**config.mk**
```make
export PLATFORM = sky130hd
export DESIGN_NAME = uart_tx_arb
export DESIGN_NICKNAME = d
export VERILOG_FILES = /design/src/rtl/uart_tx_arb.sv
export SDC_FILE = /design/constraint.sdc
export NUM_CORES = 1
export LEC_CHECK = 0
export CORE_MARGIN = 2
export CORE_UTILIZATION = 49
export CTS_CLUSTER_SIZE = 25
export DETAILED_ROUTE_END_ITERATION = 10
export PLACE_DENSITY = 0.88
export SYNTH_ARGS = -nofsm -noshare
export SYNTH_HDL_FRONTEND = slang
export SYNTH_SLANG_ARGS = --single-unit
```
**constraint.sdc**
```tcl
create_clock -name clk -period 3 [get_ports clk]
set_input_delay 0.45 -clock clk [delete_from_list [all_inputs] [get_ports clk]]
set_output_delay 0.45 -clock clk [all_outputs]
set_load 0.05 [all_outputs]
```
**src/rtl/uart_tx_arb.sv**
```systemverilog
// Round-robin arbiter that merges N byte streams onto one UART TX port.
// A grant is held for a packet, capped by a burst limit and an idle timeout.
module uart_tx_arb #(
   parameter int N_REQ        = 4,
   parameter int MAX_BURST    = 16,
   parameter int IDLE_TIMEOUT = 64
) (
   input  logic                       clk,
   input  logic                       rst_n,
   input  logic [8*N_REQ-1:0]         req_data,
   input  logic [N_REQ-1:0]           req_valid,
   input  logic [N_REQ-1:0]           req_last,
   output logic [N_REQ-1:0]           req_ready,
   output logic [7:0]                 tx_data,
   output logic                       tx_valid,
   input  logic                       tx_ready,
   output logic [$clog2(N_REQ)-1:0]   grant_id,
   output logic                       busy
);

   localparam int GW = $clog2(N_REQ);

   typedef enum logic {
      S_IDLE,
      S_LOCKED
   } state_e;

   state_e        state_q, state_d;
   logic [GW-1:0] grant_q, grant_d;
   logic [GW-1:0] rr_ptr_q, rr_ptr_d;
   logic [7:0]    byte_cnt_q, byte_cnt_d;
   logic [9:0]    idle_cnt_q, idle_cnt_d;

   logic [GW-1:0] pick;
   logic [GW-1:0] grant_inc;
   logic          g_valid;
   logic          g_last;
   logic          xfer;
   logic          rel;

   // First valid requester at or after rr_ptr, wrapping modulo N_REQ.
   always_comb begin : rr_pick
      logic [GW:0]   sum;
      logic [GW-1:0] idx;
      logic          found;
      pick  = rr_ptr_q;
      sum   = '0;
      idx   = '0;
      found = 1'b0;
      for (int k = 0; k < N_REQ; k++) begin
         sum = {1'b0, rr_ptr_q} + (GW+1)'(k);
         if (sum >= (GW+1)'(N_REQ)) begin
            sum = sum - (GW+1)'(N_REQ);
         end
         idx = sum[GW-1:0];
         if (!found && req_valid[idx]) begin
            pick  = idx;
            found = 1'b1;
         end
      end
   end

   assign g_valid   = req_valid[grant_q];
   assign g_last    = req_last[grant_q];
   assign xfer      = (state_q == S_LOCKED) && g_valid && tx_ready;
   assign grant_inc = (grant_q == GW'(N_REQ-1)) ? '0 : grant_q + GW'(1);
   assign grant_id  = grant_q;

   always_comb begin : out_mux
      tx_valid  = 1'b0;
      tx_data   = 8'h00;
      req_ready = '0;
      busy      = 1'b0;
      if (state_q == S_LOCKED) begin
         busy     = 1'b1;
         tx_valid = g_valid;
         for (int i = 0; i < N_REQ; i++) begin
            if (GW'(i) == grant_q) begin
               tx_data      = req_data[8*i +: 8];
               req_ready[i] = tx_ready;
            end
         end
      end
   end

   always_comb begin : next_state
      state_d    = state_q;
      grant_d    = grant_q;
      rr_ptr_d   = rr_ptr_q;
      byte_cnt_d = byte_cnt_q;
      idle_cnt_d = idle_cnt_q;
      rel        = 1'b0;
      unique case (state_q)
         S_IDLE: begin
            if (|req_valid) begin
               grant_d    = pick;
               byte_cnt_d = '0;
               idle_cnt_d = '0;
               state_d    = S_LOCKED;
            end
         end
         S_LOCKED: begin
            if (xfer) begin
               byte_cnt_d = byte_cnt_q + 8'd1;
               idle_cnt_d = '0;
               if (g_last || (byte_cnt_q + 8'd1 == 8'(MAX_BURST))) begin
                  rel = 1'b1;
               end
            end else if (g_valid) begin
               // stalled by tx_ready: the stream is alive, not idle
               idle_cnt_d = '0;
            end else if (idle_cnt_q == 10'(IDLE_TIMEOUT-1)) begin
               rel = 1'b1;
            end else begin
               idle_cnt_d = idle_cnt_q + 10'd1;
            end
            if (rel) begin
               state_d  = S_IDLE;
               rr_ptr_d = grant_inc;
            end
         end
         default: state_d = S_IDLE;
      endcase
   end

   always_ff @(posedge clk or negedge rst_n) begin
      if (!rst_n) begin
         state_q    <= S_IDLE;
         grant_q    <= '0;
         rr_ptr_q   <= '0;
         byte_cnt_q <= '0;
         idle_cnt_q <= '0;
      end else begin
         state_q    <= state_d;
         grant_q    <= grant_d;
         rr_ptr_q   <= rr_ptr_d;
         byte_cnt_q <= byte_cnt_d;
         idle_cnt_q <= idle_cnt_d;
      end
   end

endmodule

```
==> results.toml, run 1 <==
[pwr]
irDropWorstVdd_uv = 824
total_leakage_power_nw = 1.00
power_mw = 2.38
power.density_cell_area_nw_per_um2 = 977

[synthesis]
yosys_most_used_dff = "sky130_fd_sc_hd__dfrtp_1"
synth_seq_area_share = 0.340
ys.warnings.count = 0
synth_area_per_cell_sq_um = 8.21
syn-instance-count = 206
synth-async-reset-ratio = 1.00
syn-cell-area_sq_um = 1690
synthDistinctLibCells = 45
synth.net_count = 255
synth_enable_flop_cells = 0
yosys_register_bits = 23

[sta]
finalCriticalPeriod_ns = 2.71
post-route-period-util = 0.904
tightestPinTransition_ns = 0.518
final_hold_viol_count = 0
timing.setup.tns_ns = 0
maxSlewViolCount = 0
maximum_frequency_from_static_timing_analysis_mhz = 369
timing.clock.skew_ns = 0.0113
setup_violations = 0
grt_setup_unrepaired = "no"
slew-limit-headroom = 0.653

[job]
maxCapViolations = 0

[critical_path]
worst-r2r-setup-slack_ns = 0.82
worst_r2r_endpoint = "rr_ptr_q[1]"
critical_path.startpoint = "grant_id[1]"
critical_path.endpoint_type = "output port"
startpoint_type = "flip-flop"
cp_max_fo = 11
cp_num_buf_inv = 2
cpLargestDelayFamily = "buffers and inverters"
rr_worst_depth = 4
rr_startpoint = "grant_id[0]"
cp_data_required_time_ns = 2.55
cp.depth = 4
critPathSlowestCell = "sky130_fd_sc_hd__clkdlybuf4s50_1"
worstPathArrival_ns = 2.26
critical-path-max-stage-delay_ns = 0.80
crit_end = "req_ready[1]"
critPathKind = "reg -> out"
critical_path.cell_chain = "inv_1 > ha_2 > and3_1 > clkdlybuf4s50_1"

[run_status]
run_status = "finished clean"

[global_route]
grt_start_max_net_pins = 24
antenna_found_initial = 0
first_global_vias = 1812
grt_overflow = 0
gr-usage-all-layers = 0.257
wire_length_of_the_first_global_routing_pass_mm = 8.26

[clocking]
cts.sink_count = 23
cts_buffers = 3
clk_root_buffer_cell = "sky130_fd_sc_hd__clkbuf_4"
clk_pin_slew_ns = 0.14
clock_latency_ns = 0.32
clk_path_buf_depth = 2
cts-htree-levels = 1
post_cts_setup_repair_buffer_count = 0
tritoncts = "done"

[floorplan]
die_area_sq_um = 3940
die_boundary_height_microns = 62.7
fp.dieW_microns = 62.7
floorplan.initialDensity = 0.507
boundaryPins = 59
core_area_sq_um = 3340
fp-row-count = 21

[cells_and_area]
layout.nets = 315
final_layout_size_suffix_gt1_frac = 0.102
num_antenna_cells = 0
flow.area_growth_from_synthesis_pct = 44.3

[drt]
dr.pass1.iters = 6
starting_drt_drc_count = 120
drt_wl_total_mm = 4.73
drc = 0
routedWlPerCell_microns = 15.2
vias_per_cell = 5.93
postRouteAntennaNets = 0
vias = 1845

[hold_path]
worst_hold_path_type = "in -> async"

[placed_design]
dp_hpwl_mm = 3.67
globalplace.congestion = 0.867
buffer_ports.inserted = 58
==> worst min-delay path by stage <==
stage,from,end,slack (ns),cells after the start
3_5_place_dp,byte_cnt_q[7],byte_cnt_q[7],0.47,1
2_1_floorplan,rst_n,byte_cnt_q[0],0.15,0
6_report,rst_n,idle_cnt_q[7],0.47,2
4_1_cts,rst_n,idle_cnt_q[7],0.48,2
3_3_place_gp,byte_cnt_q[7],byte_cnt_q[7],0.46,1
5_1_grt,rst_n,idle_cnt_q[5],0.49,2
==> area by class of cell <==
| type | instances | area, sq um |
|---|---|---|
| inverters | 11 | 41.3 |
| well taps | 46 | 57.6 |
| clock buffers | 3 | 22.5 |
| fillers | 270 | 898 |
| clock inverters | 1 | 5.00 |
| multi-input cells | 164 | 1050 |
| flip-flops and latches | 23 | 576 |
| repair buffers | 63 | 683 |
==> per-layer routing <==
layer | routed length (microns) | vias to the layer above | GRT usage | part of all wire
met3 | 316 | 8 | 0.0577 | 0.067
met2 | 2330 | 71 | 0.441 | 0.49
li1 | - | 890 | - | -
met5 | 0 | - | 0 | 0
met4 | 66 | 0 | 0.0639 | 0.014
met1 | 2010 | 876 | 0.328 | 0.42
==> what timing repair did <==
item / in CTS / in global routing
cloned: 0 / 0
endpoints found under the setup margin: 1 / 4
hold buffers: 0 / 0
pin swaps: 0 / 0
resized for setup: 1 / 2
==> logic make-up after synthesis <==
kind of cell	synth area share
flops	0.340
fa+ha+maj	0.0444
mux	0.0422
buf+inv	0.0422
simple gates	0.261
compound gates	0.269
==> registers in the layout, summed over array words and instances (netlist names) <==
signal,cells
byte_cnt_q,8
grant_id,2
idle_cnt_q,10
rr_ptr_q,2
state_q,1
==> cells in the final DEF (no fill, tap or decap), types with 8 or more instances in the layout <==
cell	Yosys	routed
sky130_fd_sc_hd__o21ai_0	18	18
sky130_fd_sc_hd__a21oi_1	17	17
sky130_fd_sc_hd__nand2_1	12	12
sky130_fd_sc_hd__nor2b_1	9	8
sky130_fd_sc_hd__inv_1	10	10
sky130_fd_sc_hd__nor3_1	9	9
sky130_fd_sc_hd__nor2_1	19	19
sky130_fd_sc_hd__dfrtp_1	23	23
sky130_fd_sc_hd__clkdlybuf4s50_1	0	49
sky130_fd_sc_hd__and3_1	8	8
==> where the power goes <==
part	internal, mW	switching [mW]
clock	0.0499	0.0981
sequential	0.372	0.108
combinational	0.743	1.01
total	1.17	1.22
==> synthesized netlist by cell type (2+ instances only) <==
cell type                   n  area (sq um)
sky130_fd_sc_hd__and2_1     3          18.8
sky130_fd_sc_hd__and3_1     8          50.1
sky130_fd_sc_hd__a31oi_1    4          25.0
sky130_fd_sc_hd__nor2b_1    9          56.3
sky130_fd_sc_hd__a221oi_1   7          61.3
sky130_fd_sc_hd__nand4_1    2          12.5
sky130_fd_sc_hd__nor2_1    19          71.3
sky130_fd_sc_hd__a21oi_1   17          85.1
sky130_fd_sc_hd__or3_1      5          31.3
sky130_fd_sc_hd__nand3_1    6          30.0
sky130_fd_sc_hd__nor3_1     9          45.0
sky130_fd_sc_hd__ha_1       6          75.1
sky130_fd_sc_hd__nand2_1   12          45.0
sky130_fd_sc_hd__o21ai_1    5          25.0
sky130_fd_sc_hd__clkbuf_1   7          26.3
sky130_fd_sc_hd__inv_1     10          37.5
sky130_fd_sc_hd__a21oi_2    2          17.5
sky130_fd_sc_hd__nand3b_1   3          22.5
sky130_fd_sc_hd__dfrtp_1   23           576
sky130_fd_sc_hd__o21ai_0   18          90.1
sky130_fd_sc_hd__o31ai_1    4          30.0
sky130_fd_sc_hd__or4_1      2          15.0
sky130_fd_sc_hd__o22ai_1    2          12.5
sky130_fd_sc_hd__mux2_1     2          22.5
==> through the flow <==
step,setup slack [ns],hold slack [ns],instance area (sq um),std cells,util
final,0.289,0.474,2440,311,0.731
after global routing,0.112,0.491,2440,311,0.731
after CTS,0.157,0.477,2430,311,0.729
after detailed placement,0.371,0.468,2400,307,0.720
after global placement,0.451,0.458,2400,307,0.720
after floorplan,0.262,0.154,1690,206,-
Note: power is estimated with default switching activity, not from simulation.
==> inputs of run 2 (changes only) <==
- CAP_MARGIN: unset -> 20
- CORE_ASPECT_RATIO: unset -> 1.25
==> run 2 against run 1 <==
  * Total power up 0.20%
  * Final cell count decreased by 3.2%
  * Clock power increased by 30%
  * Critical endpoint is now req_ready[2]
  * Setup slack worse by 0.15 ns
  * Global-route usage down 1.3 points
  * Die area barely moved
  * Wire length decreased by 2.8%
  * Sequential power is essentially flat
  * Worst hold slack improved by 0.0040 ns
  * Highest routed layer unchanged
  * Via count is 1.2% lower
==> results.toml, run 2 (synthesis results as in run 1) <==
[pwr]
power_mw = 2.39
p_int_mw = 1.20
p_clk_frac = 0.081
power.density_cell_area_nw_per_um2 = 982
switching_power_mw = 1.19
irDropWorstVdd_uv = 1130
total_leakage_power_nw = 1.00
comb_power_share = 0.720
seq_power_share = 0.200
switching_share = 0.499

[drt]
dr.pass1.iters = 4
vias = 1822
postRouteAntennaNets = 0
starting_drt_drc_count = 92
vias_per_cell = 6.05
drt_wl_total_mm = 4.59
drc = 0
routedWlPerCell_microns = 15.3

[cells_and_area]
fillCellCount = 232
num_antenna_cells = 0
final_layout_size_suffix_gt1_frac = 0.0909
most_frequent_standard_cell_in_the_layout_excluding_fill_and_tap_cells = "sky130_fd_sc_hd__clkdlybuf4s50_1"
largest_register_ff_count = 10
layout.cells.most_common_list = "sky130_fd_sc_hd__clkdlybuf4s50_1 (49), sky130_fd_sc_hd__dfrtp_1 (23), sky130_fd_sc_hd__nor2_1 (19)"
layout.nets = 314
largest-register = "idle_cnt_q"
flow.area_growth_from_synthesis_pct = 43.7
reg.largest.list = "idle_cnt_q (10), byte_cnt_q (8)"

[critical_path]
critical_path.endpoint_type = "output port"
critical_path.startpoint = "grant_id[0]"
worstPathArrival_ns = 2.41
rr_worst_depth = 4
critPathKind = "reg -> out"
worst-r2r-setup-slack_ns = 0.82
rr_startpoint = "grant_id[0]"
worst_r2r_endpoint = "rr_ptr_q[1]"
cp_data_required_time_ns = 2.55
startpoint_type = "flip-flop"
cp_max_fo = 17

[placed_design]
globalplace.congestion = 0.935
post-place-ws_ns = 0.405
dp_hpwl_mm = 3.48
buffer_ports.inserted = 58

[floorplan]
fp-row-count = 23
boundaryPins = 59
fp.dieW_microns = 56.5
core_area_sq_um = 3250
floorplan.initialDensity = 0.520
die_area_sq_um = 3940
die_boundary_height_microns = 69.7

[sta]
setup_violations = 0
final_critical_path_setup_slack_ns = 0.139
slew-limit-headroom = 0.642
tightestPinTransition_ns = 0.537
maxSlewViolCount = 0
post-route-period-util = 0.954
timing.setup.tns_ns = 0
grt_setup_unrepaired = "no"
maximum_frequency_from_static_timing_analysis_mhz = 350
timing.clock.skew_ns = 0.00348
final_hold_viol_count = 0
finalCriticalPeriod_ns = 2.86

[global_route]
first_global_vias = 1762
antenna_found_initial = 0
grt_overflow = 0
wire_length_of_the_first_global_routing_pass_mm = 7.78
grt_start_max_net_pins = 24
gr-usage-all-layers = 0.243

[hold_path]
worst_hold_startpoint = "byte_cnt_q[7]"
worst_hold_path_type = "reg -> reg"
whs_path_depth = 1
hold_end = "byte_cnt_q[7]"

[clocking]
cts-htree-levels = 1
clk_root_buffer_cell = "sky130_fd_sc_hd__clkbuf_8"
clock_latency_ns = 0.26
clk_path_buf_depth = 2
clk_pin_slew_ns = 0.08
cts.sink_count = 23
post_cts_setup_repair_buffer_count = 0
tritoncts = "done"
cts_buffers = 3

[run_status]
run_status = "finished clean"

[job]
maxCapViolations = 0
## run 2: cell types whose count changed in the layout (fill, tap and decap cells not counted), sizes merged
cell    delta
clkbuf     +1
buf        -1
clkinv     -1
## run 2: cell type report
type                       instances  area [sq um]  area share
multi-input combinational        164          1050       0.430
timing repair buffer              62           676       0.278
sequential                        23           576       0.237
tap                               37          46.3      0.0191
clock buffer                       4          45.0      0.0185
inverter                          11          41.3      0.0170
## run 2: how the worst max path moves through the flow
stage | endpoint
after floorplan | tx_data[1]
after global placement | rr_ptr_q[0]
after detailed placement | rr_ptr_q[0]
after CTS | req_ready[2]
after global routing | req_ready[2]
final | req_ready[2]
## run 2: critical path, cell delays in order (launching register included)
cell and delay, ns:
sky130_fd_sc_hd__dfrtp_1 0.47, sky130_fd_sc_hd__inv_1 0.14, sky130_fd_sc_hd__ha_1 0.51, sky130_fd_sc_hd__and3_1 0.23
sky130_fd_sc_hd__clkdlybuf4s50_1 0.80
## run 2: power by group through the flow
| stage | clock, mW | combinational, mW | sequential, mW |
|---|---|---|---|
| after global placement | 0 | 1.69 | 0.477 |
| after CTS | 0.196 | 1.71 | 0.475 |
| after detailed placement | 0 | 1.70 | 0.481 |
| after floorplan | 0 | 0.992 | 0.505 |
| after global routing | 0.209 | 1.83 | 0.495 |
| final | 0.192 | 1.72 | 0.477 |
## run 2: through the flow
stage          cells  instance area (sq um)  utilization  hold slack (ns)
2_1_floorplan    206                   1690            -            0.154
3_3_place_gp     297                   2380        0.733            0.459
3_5_place_dp     297                   2380        0.733            0.464
4_1_cts          301                   2430        0.746            0.478
5_1_grt          301                   2430        0.747            0.511
6_report         301                   2430        0.747            0.479
## run 2: repair_timing
action / 4_1_cts / 5_1_grt
gates resized for setup: 0 / 1
endpoints found under the hold margin: 0 / 0
hold buffers: 0 / 0
endpoints found under the setup margin: 0 / 1
## run 2: layer usage
layer  vias up  global-route usage  wire length [microns]
met4         0              0.0661                    106
met3        14              0.0448                    216
met1       848               0.307                   1930
li1        889                   -                      -
met2        71               0.420                   2340
met5         -                   0                      0
==> edit 1, RTL diff (settings of run 2) <==
Make the reset (`rst_n`) synchronous in one clocked block.
--- a/src/rtl/uart_tx_arb.sv
+++ b/src/rtl/uart_tx_arb.sv
@@ -125,3 +125,3 @@
 
-   always_ff @(posedge clk or negedge rst_n) begin
+   always_ff @(posedge clk) begin
       if (!rst_n) begin
Formal check against the unedited RTL: differs if rst_n is asserted again (counterexample within 4 cycles, from zero or initial values and one cycle with rst_n low); with rst_n held inactive, the same outputs for 10 cycles.
==> edit 1 against run 2 <==
Cell area grew 2.5%; worst setup slack gained 0.19 ns; non-clock buffer count is 3 higher; cell count increased by 4.7%; routed wire length is 0.57% lower; sequential cell count stayed put; synthesized area grew 3.7%; largest cell class unchanged.
Power is left out: it rests on default switching activity, and per cell area and clock period it moved more than threefold.
==> edit 1: results (changes against run 2) <==
| Metric | Value |
|---|---|
| Multi-input gates | 178 (+8.5%) |
| Worst r2r src | grant_id[0] |
| Share of synthesized registers carrying an async set or reset | 0% (-100 points) |
| Fraction of area in registers | 18.48% (-5.2 points) |
| Slowest cell on crit path | nor2b_1 |
| Met1 usage | 27.52% (-3.2 points) |
| M3 GR Usage | 3.656% (-0.82 points) |
| DP Worst Slack | 0.4145 ns (+0.009487 ns) |
| Multi-input logic portion of the cell area | 48.77% (+5.7 points) |
| Hold path depth | 2 (+1) |
| First-pass GRT wire length | 7583 um (-2.5%) |
| Die Width | 57.50 um (+1.7%) |
| Layout Nets | 326 (+3.8%) |
| Worst hold endpoint | byte_cnt_q[1] |
| Fin crit share | 89.04% (-6.3 points) |
| Data buffer area share | 28.03% (+0.22 points) |
| Hold Crit Start | byte_cnt_q[1] |
| WL met1 | 1988 um (+2.8%) |
| Worst path arrival time | 2.22 ns (-0.19 ns) |
| Gr usage total | 22.99% (-1.3 points) |
| WL final | 4567 um (-0.57%) |
| Post-synth top area cell | dfxtp_1 |
| Run status | finished clean |
| ClkCell Share | 1.858% (+0.0046 points) |
| CP max stage delay | 0.48 ns (-0.32 ns) |
| Reg area | 460.4 um2 (-20%) |
| Post-synth top cells | dfxtp_1 (23), nor2_1 (19), nor2b_1 (18) |
| Filler cells | 270 (+16%) |
| Syn nets | 268 (+5.1%) |
| CP max FO | 11 (-6) |
| Dpl cells | 311 (+4.7%) |
| Nonclk buf count | 65 (+4.8%) |
| Layout cell share with drive strength beyond 1 | 10.87% (+1.8 points) |
| Hold_ws | 0.4823 ns (+0.003752 ns) |
| Post-DP Area | 2445 um2 (+2.6%) |
| R2R cell count | 6 (+2) |
edit 1: cell types whose count changed after synthesis, sizes merged, moves of 8 or more:
cell,change
xnor2,+8
nor2b,+9
a21boi,+13
o21ai,-13
dfxtp,+23
dfrtp,-23
edit 1: kinds of logic after synthesis:
family | count (synthesis) | synth area share [%]
and+or+nand+nor | 97 | 30.69
AOI/OAI and AO/OA | 60 | 24.63
DFF | 23 | 26.27
buffers and inverters | 18 | 4.425
xor gates and xnor gates | 9 | 4.497
muxes | 6 | 5.211
adders and majority gates | 6 | 4.283
edit 1: worst max-delay path by stage:
| stage | from | to | cells after the start |
|---|---|---|---|
| 2_1_floorplan | grant_id[1] | tx_data[0] | 8 |
| 3_3_place_gp | req_valid[0] | rr_ptr_q[0] | 6 |
| 3_5_place_dp | req_valid[0] | rr_ptr_q[1] | 6 |
| 4_1_cts | grant_id[1] | tx_data[2] | 8 |
| 5_1_grt | grant_id[1] | tx_data[5] | 8 |
| 6_report | grant_id[1] | tx_data[2] | 8 |
==> edit 2, RTL diff (flow settings as in run 2) <==
Without the edit above. `N_REQ`: 4 -> 2.
--- a/src/rtl/uart_tx_arb.sv
+++ b/src/rtl/uart_tx_arb.sv
@@ -3,3 +3,3 @@
 module uart_tx_arb #(
-   parameter int N_REQ        = 4,
+   parameter int N_REQ        = 2,
    parameter int MAX_BURST    = 16,
Ports: changed (5 resized); port bits go from 59 to 36. The function was not compared with the original's and may differ.
==> edit 2 against run 2 <==
Synthesized area shrank 22%; routed wire length decreased by 23%; cell area fell by 29%; core utilization decreased by 9.2 points; clock skew increased by 0.010 ns; sequential cell count shrank 2; worst setup slack improved by 0.16 ns; critical path type unchanged; critical endpoint is now tx_data[6].
Power is not compared: it rests on default switching activity, and its combinational part moved more than twofold at a synthesized area within 25%.
==> edit 2: results (changes against run 2) <==
| Metric | Value |
|---|---|
| Run status | finished clean |
| Wire per inst | 15.84 um (+3.8%) |
| Gr usage total | 23.89% (-0.45 points) |
| Post-CTS Setup Repair Bufs | 0 (unchanged) |
| Slowest cell on crit path | clkdlybuf4s50_1 |
| Net Switching | 626.6 uW |
| GPL Wtd Cong | 0.8867 (-5.1%) |
| # port buffers | 35 (-40%) |
| Post-synth cell types | 36 (-20%) |
| Yosys warnings | 0 (unchanged) |
| Comb power frac | 56.1% |
| Total clock network power | 149 uW |
| Antenna Cells | 0 (unchanged) |
| First-pass GRT wire length | 5865 um (-25%) |
| Post-synth top cells | dfrtp_1 (21), nor2_1 (20), o21ai_0 (19) |
| DRT Pass-1 Iters | 4 (unchanged) |
| Share of synthesized registers carrying an async set or reset | 100.0% (unchanged) |
| CP max stage delay | 0.84 ns (+0.04 ns) |
| Worst path arrival time | 2.25 ns (-0.16 ns) |
| Largest net degree at the start of global routing | 22 (-8.3%) |
| Root buf cell | clkbuf_4 |
| WL final | 3533 um (-23%) |
| Crit path max-delay family | buffers and inverters |
| Average vias per placed instance | 5.892 (-2.7%) |
| Post-CTS resize count | 0 (unchanged) |
| Initial drt markers | 39 (-58%) |
| Peak supply drop | 450.2 uV |
| Layout Nets | 215 (-32%) |
| Syn Inst Count | 155 (-25%) |
| Setup TNS | 0 ns (unchanged) |
| Vias in the first global route | 1281 (-27%) |
| Lkg Pwr | 0.0007300 uW |
| Detail Placement HPWL | 2644 um (-24%) |
| Clock buffer depth | 2 (unchanged) |
| CP max FO | 13 (-4) |
| Layout cell share with drive strength beyond 1 | 7.937% (-1.2 points) |
| H-tree levels | 1 (unchanged) |
| Clock latency on the worst-skew pair | 0.32 ns (+0.06 ns) |
| Max Cap Viol | 0 (unchanged) |
| Biggest regs | idle_cnt_q (10), byte_cnt_q (8) |
| HP Class | reg -> reg |
| Relative slew slack | 37.00% (-27 points) |
| Reg clk slew, reported paths | 0.14 ns (+0.06 ns) |
| Worst Skew | 0.01384 ns (+0.01037 ns) |
| CTS buffer count | 3 (unchanged) |
| Switching Fraction | 49.08% |
| Initial antenna violation count | 0 (unchanged) |
| Post-synthesis sequential area ratio | 39.66% (+5.6 points) |
| Syn nets | 180 (-29%) |
| Top post-synthesis cells by area | dfrtp_1 (40%), mux2i_1 (7.6%), o21ai_0 (7.2%), nor2_1 (5.7%), nand2_1 (4.5%) |
==> edit 2: kinds of logic (layout without fill, tap and decap cells) <==
logic type | after synthesis | count (layout) | synth area share [%]
AO/OA/AOI/OAI | 44 | 44 | 20.59
XOR/XNOR | 3 | 3 | 1.983
adder cells (fa/ha/maj) | 2 | 2 | 1.888
buffers and inverters | 9 | 43 | 3.777
flip-flops | 21 | 21 | 39.66
multiplexers | 11 | 11 | 8.404
AND/OR/NAND/NOR | 65 | 65 | 23.70
==> edit 2: path summary, 6_finish.rpt <==
check                         startpoint             to  slack, ns  cells after the start
min reg2reg                idle_cnt_q[3]  idle_cnt_q[3]       0.51                      1
min in group asynchronous          rst_n  byte_cnt_q[5]       0.63                      1
max                              state_q     tx_data[6]       0.30                      3
max reg2reg                     grant_id  idle_cnt_q[2]       0.89                      6
max in group asynchronous          rst_n  idle_cnt_q[4]       1.78                      1
min                        idle_cnt_q[3]  idle_cnt_q[3]       0.51                      1
==> edit 2: per-layer routing <==
layer	routed length, um	GRT usage, %
met1	1449	28.26
met5	0	0
met4	53	8.108
met3	103	3.125
met2	1928	43.26
==> edit 2: final cells by class <==
type / count / area, um2
Clock buffer: 3 / 22.52
Clock inverter: 1 / 7.507
Fill cell: 219 / 907.1
Inverter: 2 / 7.507
Multi-Input combinational cell: 125 / 749.5
Sequential cell: 21 / 525.5
Tap cell: 34 / 42.54
Timing Repair Buffer: 37 / 365.4
==> edit 2: stage by stage <==
| stage | setup WS (ns) | hold WS (ns) | area [um2] |
|---|---|---|---|
| after floorplan | 0.5058 | 0.1544 | 1325 |
| after global placement | 0.4451 | 0.4782 | 1690 |
| after detailed placement | 0.4005 | 0.4803 | 1690 |
| after CTS | 0.3228 | 0.5032 | 1720 |
| after global routing | 0.2378 | 0.5331 | 1720 |
| final | 0.3018 | 0.5064 | 1720 |
